### config.mk
export PLATFORM = sky130hd
export DESIGN_NAME = instr_encoder
export DESIGN_NICKNAME = d
export VERILOG_FILES = /design/src/rtl/instr_encoder.sv
export SDC_FILE = /design/constraint.sdc
export NUM_CORES = 1
export LEC_CHECK = 0
export ABC_AREA = 1
export CAP_MARGIN = 20
export CORE_ASPECT_RATIO = 1.5
export CORE_UTILIZATION = 40
export DETAILED_ROUTE_END_ITERATION = 10
export GPL_TIMING_DRIVEN = 0
export PLACE_DENSITY_LB_ADDON = 0.08
export SLEW_MARGIN = 20
export SYNTH_ARGS = -nofsm -noshare
export SYNTH_HDL_FRONTEND = slang
export SYNTH_SLANG_ARGS = --single-unit
### constraint.sdc
create_clock -name clk -period 1.3 [get_ports clk]
set_input_delay 0.26 -clock clk [delete_from_list [all_inputs] [get_ports clk]]
set_output_delay 0.26 -clock clk [all_outputs]
set_load 0.03 [all_outputs]
### src/rtl/instr_encoder.sv
//==============================================================================
// instr_encoder: assembles RV32I lw/sw/R-type/beq words from descriptors and
// writes them sequentially into imem from address 0.
// Optional immediate range checking: define ENC_RANGE_CHECK_EN.
// Revision: 1.0
//==============================================================================
`default_nettype none

module instr_encoder #(
    parameter int AW = 6
) (
    input  logic          clk,
    input  logic          rst_n,
    input  logic          start,
    input  logic          in_valid,
    output logic          in_ready,
    input  logic [1:0]    in_kind,
    input  logic [2:0]    in_funct3,
    input  logic          in_funct7_5,
    input  logic [4:0]    in_rd,
    input  logic [4:0]    in_rs1,
    input  logic [4:0]    in_rs2,
    input  logic [12:0]   in_imm,
    input  logic          in_last,
    output logic          imem_we,
    output logic [AW-1:0] imem_addr,
    output logic [31:0]   imem_wdata,
    output logic [AW:0]   count,
    output logic          done,
    output logic          err_imm
);

    localparam int           DEPTH      = 1 << AW;
    localparam logic [AW:0]  c_LAST_CNT = (AW+1)'(DEPTH - 1);
    localparam logic [31:0]  c_NOP      = 32'h0000_0013;

    typedef enum logic [1:0] {
        IDLE = 2'd0,
        RUN  = 2'd1,
        DONE = 2'd2
    } state_t;

    state_t        state_q, state_d;
    logic          ready_q, ready_d;
    logic [AW:0]   count_q, count_d;
    logic          err_q, err_d;
    logic          done_q, done_d;
    logic          we_q, we_d;
    logic [AW-1:0] addr_q, addr_d;
    logic [31:0]   wdata_q, wdata_d;

    logic [31:0]   w_word;
    logic [31:0]   w_wdata;
    logic          w_reject;

    always_comb begin
        w_word = 32'h0;
        case (in_kind)
            2'b00: w_word = {in_imm[11:0], in_rs1, 3'b010, in_rd, 7'b0000011};
            2'b01: w_word = {in_imm[11:5], in_rs2, in_rs1, 3'b010, in_imm[4:0], 7'b0100011};
            2'b10: w_word = {1'b0, in_funct7_5, 5'b00000, in_rs2, in_rs1, in_funct3, in_rd, 7'b0110011};
            default: w_word = {in_imm[12], in_imm[10:5], in_rs2, in_rs1, 3'b000,
                               in_imm[4:1], in_imm[11], 7'b1100011};
        endcase
    end

`ifdef ENC_RANGE_CHECK_EN
    // A 12-bit signed value fits iff bits 12 and 11 agree; beq also needs an even offset.
    always_comb begin
        w_reject = 1'b0;
        case (in_kind)
            2'b00, 2'b01: w_reject = (in_imm[12] != in_imm[11]);
            2'b11:        w_reject = in_imm[0];
            default:      w_reject = 1'b0;
        endcase
    end
`else
    logic w_unused;
    assign w_reject = 1'b0;
    assign w_unused = in_imm[0];
`endif

    assign w_wdata = w_reject ? c_NOP : w_word;

    always_comb begin
        state_d = state_q;
        count_d = count_q;
        err_d   = err_q;
        done_d  = done_q;
        we_d    = 1'b0;
        addr_d  = addr_q;
        wdata_d = wdata_q;
        case (state_q)
            IDLE: begin
                if (start) begin
                    state_d = RUN;
                    count_d = '0;
                    err_d   = 1'b0;
                    done_d  = 1'b0;
                end
            end
            RUN: begin
                // A restart discards any beat presented in the same cycle.
                if (start) begin
                    count_d = '0;
                    err_d   = 1'b0;
                end else if (in_valid && ready_q) begin
                    we_d    = 1'b1;
                    addr_d  = count_q[AW-1:0];
                    wdata_d = w_wdata;
                    count_d = count_q + (AW+1)'(1);
                    err_d   = err_q | w_reject;
                    if (in_last || (count_q == c_LAST_CNT)) begin
                        state_d = DONE;
                    end
                end
            end
            DONE: begin
                done_d = 1'b1;
                if (start) begin
                    state_d = RUN;
                    count_d = '0;
                    err_d   = 1'b0;
                    done_d  = 1'b0;
                end
            end
            default: state_d = IDLE;
        endcase
        ready_d = (state_d == RUN);
    end

    always_ff @(posedge clk or negedge rst_n) begin
        if (!rst_n) begin
            state_q <= IDLE;
            ready_q <= 1'b0;
            count_q <= '0;
            err_q   <= 1'b0;
            done_q  <= 1'b0;
            we_q    <= 1'b0;
            addr_q  <= '0;
            wdata_q <= 32'h0;
        end else begin
            state_q <= state_d;
            ready_q <= ready_d;
            count_q <= count_d;
            err_q   <= err_d;
            done_q  <= done_d;
            we_q    <= we_d;
            addr_q  <= addr_d;
            wdata_q <= wdata_d;
        end
    end

    assign in_ready   = ready_q;
    assign imem_we    = we_q;
    assign imem_addr  = addr_q;
    assign imem_wdata = wdata_q;
    assign count      = count_q;
    assign done       = done_q;
    assign err_imm    = err_q;

endmodule

`default_nettype wire

==> results of run 1 <==
==> metrics by stage <==
stage          total power [mW]  setup WS [ns]
4_1_cts                    6.19        -0.0133
3_3_place_gp               5.27          -1.58
3_5_place_dp               5.33         -0.400
2_1_floorplan              4.00         0.0273
6_report                   6.00         0.0418
5_1_grt                    6.36        -0.0225
==> cell type report <==
type | instances | area [um2] | area share, %
plain buffers | 12 | 98.8 | 3.17
clock buffers | 6 | 72.6 | 2.33
clock inverters | 1 | 30.0 | 0.963
inverters | 17 | 71.3 | 2.29
multi-input cells | 172 | 838 | 26.9
flip-flops and latches | 47 | 1180 | 37.9
well taps | 68 | 85.1 | 2.73
repair buffers | 88 | 738 | 23.7
==> worst max-delay path, cell delays in order (launching register included) <==
cell,delay (ns)
dfrtp_2,0.44
buf_4,0.14
buf_6,0.13
==> metal layers <==
| layer | GRT usage [%] | up-vias | part of all wire (%) |
|---|---|---|---|
| met5 | 0 | - | 0 |
| met2 | 35.3 | 61 | 53 |
| met3 | 4.99 | 10 | 5.9 |
| met1 | 24.6 | 911 | 39 |
| met4 | 8.89 | 0 | 1.9 |
| li1 | - | 965 | - |
==> logic make-up after synthesis <==
family | count (synthesis) | share of synthesized area [%]
flip-flops | 47 | 55.5
adder cells (fa/ha/maj) | 1 | 0.590
buffers and inverters | 29 | 7.08
AND/OR/NAND/NOR | 132 | 25.3
AO/OA/AOI/OAI | 36 | 11.3
other | 1 | 0.177
==> flip-flops by register name (all words and copies together), names as in the netlist <==
name / count
in_ready: 1
imem_wdata: 29
count: 7
done: 1
state_q: 2
imem_we: 1
imem_addr: 6
==> power by group <==
group	switching (mW)	internal, mW	leakage, nW
clock	0.464	0.564	0.0513
combinational	1.78	0.934	0.904
sequential	0.298	1.96	0.593
total	2.54	3.46	1.55
==> cells in the mapped netlist <==
cell type / n
nand2_1: 88
dfrtp_1: 47
nor2_1: 24
inv_1: 15
o21ai_1: 14
nand3_1: 9
o21ai_0: 7
nor3_1: 6
o31ai_2: 6
buf_2: 5
buf_4: 5
a21oi_1: 3
o21a_1: 3
o31ai_1: 3
buf_6: 2
clkinv_2: 1
conb_1: 1
ha_1: 1
inv_2: 1
nand2_2: 1
nand2_4: 1
nor2_2: 1
nor2_4: 1
or2_2: 1
==> worst max-delay path by stage <==
stage	slack, ns	from	depth (start not counted)	to
after floorplan	0.03	count[1]$_DFFE_PN0P_	8	in_ready$_DFF_PN0_
after global placement	-1.58	rst_n	1	count[1]$_DFFE_PN0P_
after detailed placement	-0.40	in_valid	7	imem_wdata[23]$_DFFE_PN0P_
after CTS	-0.01	count[4]$_DFFE_PN0P_	1	count[4]
after global routing	-0.02	count[0]$_DFFE_PN0P_	8	state_q[0]$_DFF_PN0_
final	0.04	count[1]$_DFFE_PN0P_	2	count[1]
==> timing repair <==
item | 4_1_cts | 5_1_grt
setup buffers | 0 | 3
hold buffers | 1 | 0
pin swaps | 0 | 1
setup endpoints to repair | 83 | 68
gates resized for setup | 125 | 51
endpoints found under the hold margin | 22 | 0
==> metrics, run 1 <==
first-pass GRT wire length=8760 um; PortBufs=83; Clk Latency, worst-skew pair=0.29 ns; fin util=60.8%; min Tclk post-route=1.26 ns; largest net degree at the start of global routing=26; CTS Sinks=47; Antenna Cells=0; GRT overflow=0; setup TNS=0 ns; Seq/Total Area, Yosys=55.5%; area grow syn2layout=47.0%; detailed-route wire length per cell=12.8 um; # IOs=88; worst hold path type=input pin to flip-flop; DR vias=1947; DR pass1 iterations=6; Layout Nets=383; endpoints failing setup=0; RR Startpoint=state_q[0]$_DFF_PN0_; P_leak=1.55 nW; clock tree buffer depth=2; outcome=completed; min-delay src=in_kind[1]; Detailed Place HPWL=3940 um; clk root buf=clkbuf_8; fraction of layout cells with a size suffix above 1=27.4%; Hold Fails Final Rpt=0; Synth area leaders=dfrtp_1 (55%), nand2_1 (16%), nor2_1 (4.3%); WHS=0.368 ns; register-to-register setup slack=0.09 ns; Core Region=5120 um2; Netlist cell types=24; worst-margin pin slew=0.529 ns; unrepaired setup endpoints after global routing=yes; syn_area_per_cell=8.62 um2; total power divided by cell area=1930 nW/um2; Placed Cells=400; clock skew=0.00362 ns; Post-Synthesis Cells=246; die area=5600 um2; FF+latch count, synth=47; Cell Count, Final, Fillers Out=411; Synth warnings=0; GRT Total Usage=21.0%; commonest cells after routing, fill and taps aside=nand2_1 (87), dfrtp_1 (42), clkdlybuf4s50_1 (35); hold endpoint=imem_wdata[5]$_DFFE_PN0P_; antenna-violating nets left=0; Yosys top cell by area=dfrtp_1; FILL cells=521; Crit path required time=1.04 ns; maximum vdd ir drop=0.912 mV; Relative slew margins=64.8%; CP startpoint kind=flip-flop; final worst-path cycle share=96.8%; Vias/cell=4.74; Rows=32; reg-to-reg endpoint=imem_wdata[8]$_DFFE_PN0P_; Initial DRC Count=81; die width=61.4 um; commonest non-fill, non-tap cell in the layout=nand2_1; Worst setup EP type=output port; synthesized area=2120 um2; DRT Wirelength=5270 um; TritonCTS clock tree=built; clock slew at reported path FFs=0.08 ns; Reg2Reg Depth=6; Area after DPL=3060 um2; Worst Hold Path Cells=3; Slew Limit Fails=0; Post-route DRC=0; Chip Height=91.2 um; Achievable Freq=795 MHz; fin area=3120 um2; top cell type's share of synthesized area=55.5%; Placer Congestion=0.833; CTS Buf Count=5; starting density of the core=41.4%; vias in the first global route=1947; total of max-cap violations=0; worst path arrival time=1.00 ns; H-tree levels=2; initial antenna violation count=0; crit path max fanout=3; crit path kind=flip-flop to output port
Note: power is estimated with default switching activity, not from simulation.
==> run 2, diff against run 1 <==
- CORE_UTILIZATION: 40 -> 38
- clock period: 1.3 -> 1 ns (I/O delays scaled with it)
==> metrics, run 2 (same netlist as run 1, synthesis figures left out) <==
P_int=6.08 mW (was 3.46 mW); failing checks=negative setup slack; area grow syn2layout=90.3% (was 47.0%); Crit path max-delay family=buffers and inverters (was flip-flops); crit path max fanout=10 (was 3); # IOs=88 (unchanged); CTS Buf Count=5 (unchanged); Achievable Freq=803 MHz; GRT Total Usage=21.6% (was 21.0%); P_leak=1.95 nW (was 1.55 nW); Worst path max stage delay=0.51 ns (was 0.44 ns); detailed-route wire length per cell=13.7 um (was 12.8 um); min Tclk post-route=1.24 ns; Comb pwr share=54.9% (was 45.2%); Placer Congestion=0.814 (was 0.833); PortBufs=83 (unchanged); initial antenna violation count=0 (unchanged); TritonCTS clock tree=built (unchanged); outcome=finished, violations left (was completed); DR vias=2165 (was 1947); Worst setup EP type=flip-flop (was output port); fraction of layout cells with a size suffix above 1=46.0% (was 27.4%); die width=63.0 um (was 61.4 um); clk root buf=clkbuf_8 (unchanged); Clk network pwr share=14.6% (was 17.1%); endpoints failing setup=93 (was 0); Core Region=5250 um2 (was 5120 um2); sw frac=39.6% (was 42.4%); CTS Sinks=47 (unchanged); first-pass GRT wire length=9650 um (was 8760 um); Vias/cell=4.76 (was 4.74); largest net degree at the start of global routing=30 (was 26); Psw=3.98 mW (was 2.54 mW); DRT Wirelength=6240 um (was 5270 um); sequential power share=30.6% (was 37.6%); DR pass1 iterations=4 (was 6); Antenna Cells=0 (unchanged); Worst Path Buf+Inv=3 (was 2); Final WS setup=-0.245 ns (was 0.0418 ns); clock skew=0.00261 ns (was 0.00362 ns); maximum vdd ir drop=1.42 mV (was 0.912 mV); Initial DRC Count=73 (was 81); post-place setup slack=-0.598 ns (was -0.400 ns); commonest cells after routing, fill and taps aside=nand2_1 (62), buf_6 (56), dfrtp_1 (39) (was nand2_1 (87), dfrtp_1 (42), clkdlybuf4s50_1 (35)); Post-route DRC=0 (unchanged); worst path arrival time=1.44 ns (was 1.00 ns); CP startpoint kind=input pin (was flip-flop); unrepaired setup endpoints after global routing=yes (unchanged); antenna-violating nets left=0 (unchanged); Slowest-stage cell, CP=clkdlybuf4s50_1 (was dfrtp_2); Hold Fails Final Rpt=0 (unchanged); Final Power=10.1 mW (was 6.00 mW); GRT overflow=0 (unchanged); vias in the first global route=2042 (was 1947); total of max-cap violations=0 (unchanged); H-tree levels=2 (unchanged); crit path kind=input pin to flip-flop (was flip-flop to output port); Detailed Place HPWL=3910 um (was 3940 um); clock slew at reported path FFs=0.09 ns (was 0.08 ns); die area=5890 um2 (was 5600 um2); Rows=32 (unchanged); Slew Limit Fails=0 (unchanged); Crit path required time=1.19 ns (was 1.04 ns); clock tree buffer depth=2 (unchanged); Clk Latency, worst-skew pair=0.31 ns (was 0.29 ns); starting density of the core=40.4% (was 41.4%); commonest non-fill, non-tap cell in the layout=nand2_1 (unchanged); CP Cell Sequence=clkdlybuf4s50_1, nor2_4, nand2_4, buf_6, buf_8, nand2_1, o21ai_1 (was buf_4, buf_6); Chip Height=93.5 um (was 91.2 um); worst hold path type=input pin to flip-flop (unchanged); Largest register FFs=29 (unchanged); Layout Nets=426 (was 383); total power divided by cell area=2500 nW/um2 (was 1930 nW/um2); FILL cells=378 (was 521); final worst-path cycle share=124%
[run 2: cell types whose count changed in the layout (fill, tap and decap cells not counted), sizes merged]
| cell | change |
|---|---|
| dlygate4sd2 | +2 |
| clkdlybuf4s50 | -1 |
| inv | -1 |
| clkbuf | -23 |
| dlymetal6s2s | -1 |
| buf | +77 |
| nand2 | +1 |
| clkdlybuf4s15 | -13 |
| clkinv | +3 |
[run 2: cell type report]
type,count,area (um2),share of cell area [%]
repair buffers,129,1390,34.5
flip-flops and latches,47,1190,29.4
multi-input cells,173,1030,25.7
plain buffers,12,136,3.38
well taps,68,85.1,2.11
clock buffers,6,82.6,2.05
inverters,17,71.3,1.77
clock inverters,2,35.0,0.869
repair inverters,1,8.76,0.217
[run 2: worst paths after layout]
check / from / endpoint / slack (ns) / depth (start not counted)
min reg2reg: imem_wdata[13]$_DFFE_PN0P_ / imem_wdata[13]$_DFFE_PN0P_ / 0.51 / 2
min in group asynchronous: rst_n / imem_wdata[1]$_DFFE_PN0P_ / 0.36 / 3
min: in_kind[1] / imem_wdata[5]$_DFFE_PN0P_ / 0.28 / 3
max reg2reg: state_q[0]$_DFF_PN0_ / imem_addr[1]$_DFFE_PN0P_ / -0.23 / 7
max: start / imem_addr[1]$_DFFE_PN0P_ / -0.24 / 7
max in group asynchronous: rst_n / imem_wdata[22]$_DFFE_PN0P_ / 0.30 / 4
[run 2: power groups by stage]
stage / Sequential (mW) / Combinational (mW) / Clock (mW)
4_1_cts: 3.04 / 4.98 / 1.47
3_5_place_dp: 2.97 / 4.08 / 0
3_3_place_gp: 2.96 / 4.01 / 0
2_1_floorplan: 4.18 / 1.11 / 0
5_1_grt: 3.16 / 5.86 / 1.56
6_report: 3.08 / 5.52 / 1.46
[run 2: stage by stage]
step | hold slack [ns] | std cells | setup TNS [ns] | util [%] | area [um2]
2_1_floorplan | -0.0956 | 248 | -6.50 | - | 2190
3_3_place_gp | 0.462 | 399 | -110.59 | 59.1 | 3100
3_5_place_dp | 0.170 | 401 | -30.71 | 59.9 | 3140
4_1_cts | 0.288 | 437 | -10.19 | 70.9 | 3720
5_1_grt | 0.313 | 455 | -15.01 | 76.9 | 4030
6_report | 0.281 | 455 | -11.96 | 76.9 | 4030
[run 2: worst register-to-register path, stage by stage, from the launching register on]
cell,delay (ns)
dfrtp_2,0.39
inv_2,0.05
nor2_4,0.16
nand2_4,0.09
buf_6,0.15
buf_8,0.14
nand2_1,0.06
o21ai_1,0.07
[run 2: routing by layer]
metal | part of all wire (%) | vias to the layer above | track usage [%]
li1 | - | 1058 | -
met1 | 38 | 1033 | 24.2
met2 | 56 | 62 | 38.4
met3 | 3.9 | 12 | 3.66
met4 | 2.5 | 0 | 11.6
met5 | 0 | - | 0
[run 2: repair_timing]
action	in CTS	in global routing
endpoints found under the setup margin	92	92
cloned	4	3
gates resized for setup	368	37
endpoints found under the hold margin	28	0
pin swaps	9	11
setup buffers	23	15
hold buffers	1	0
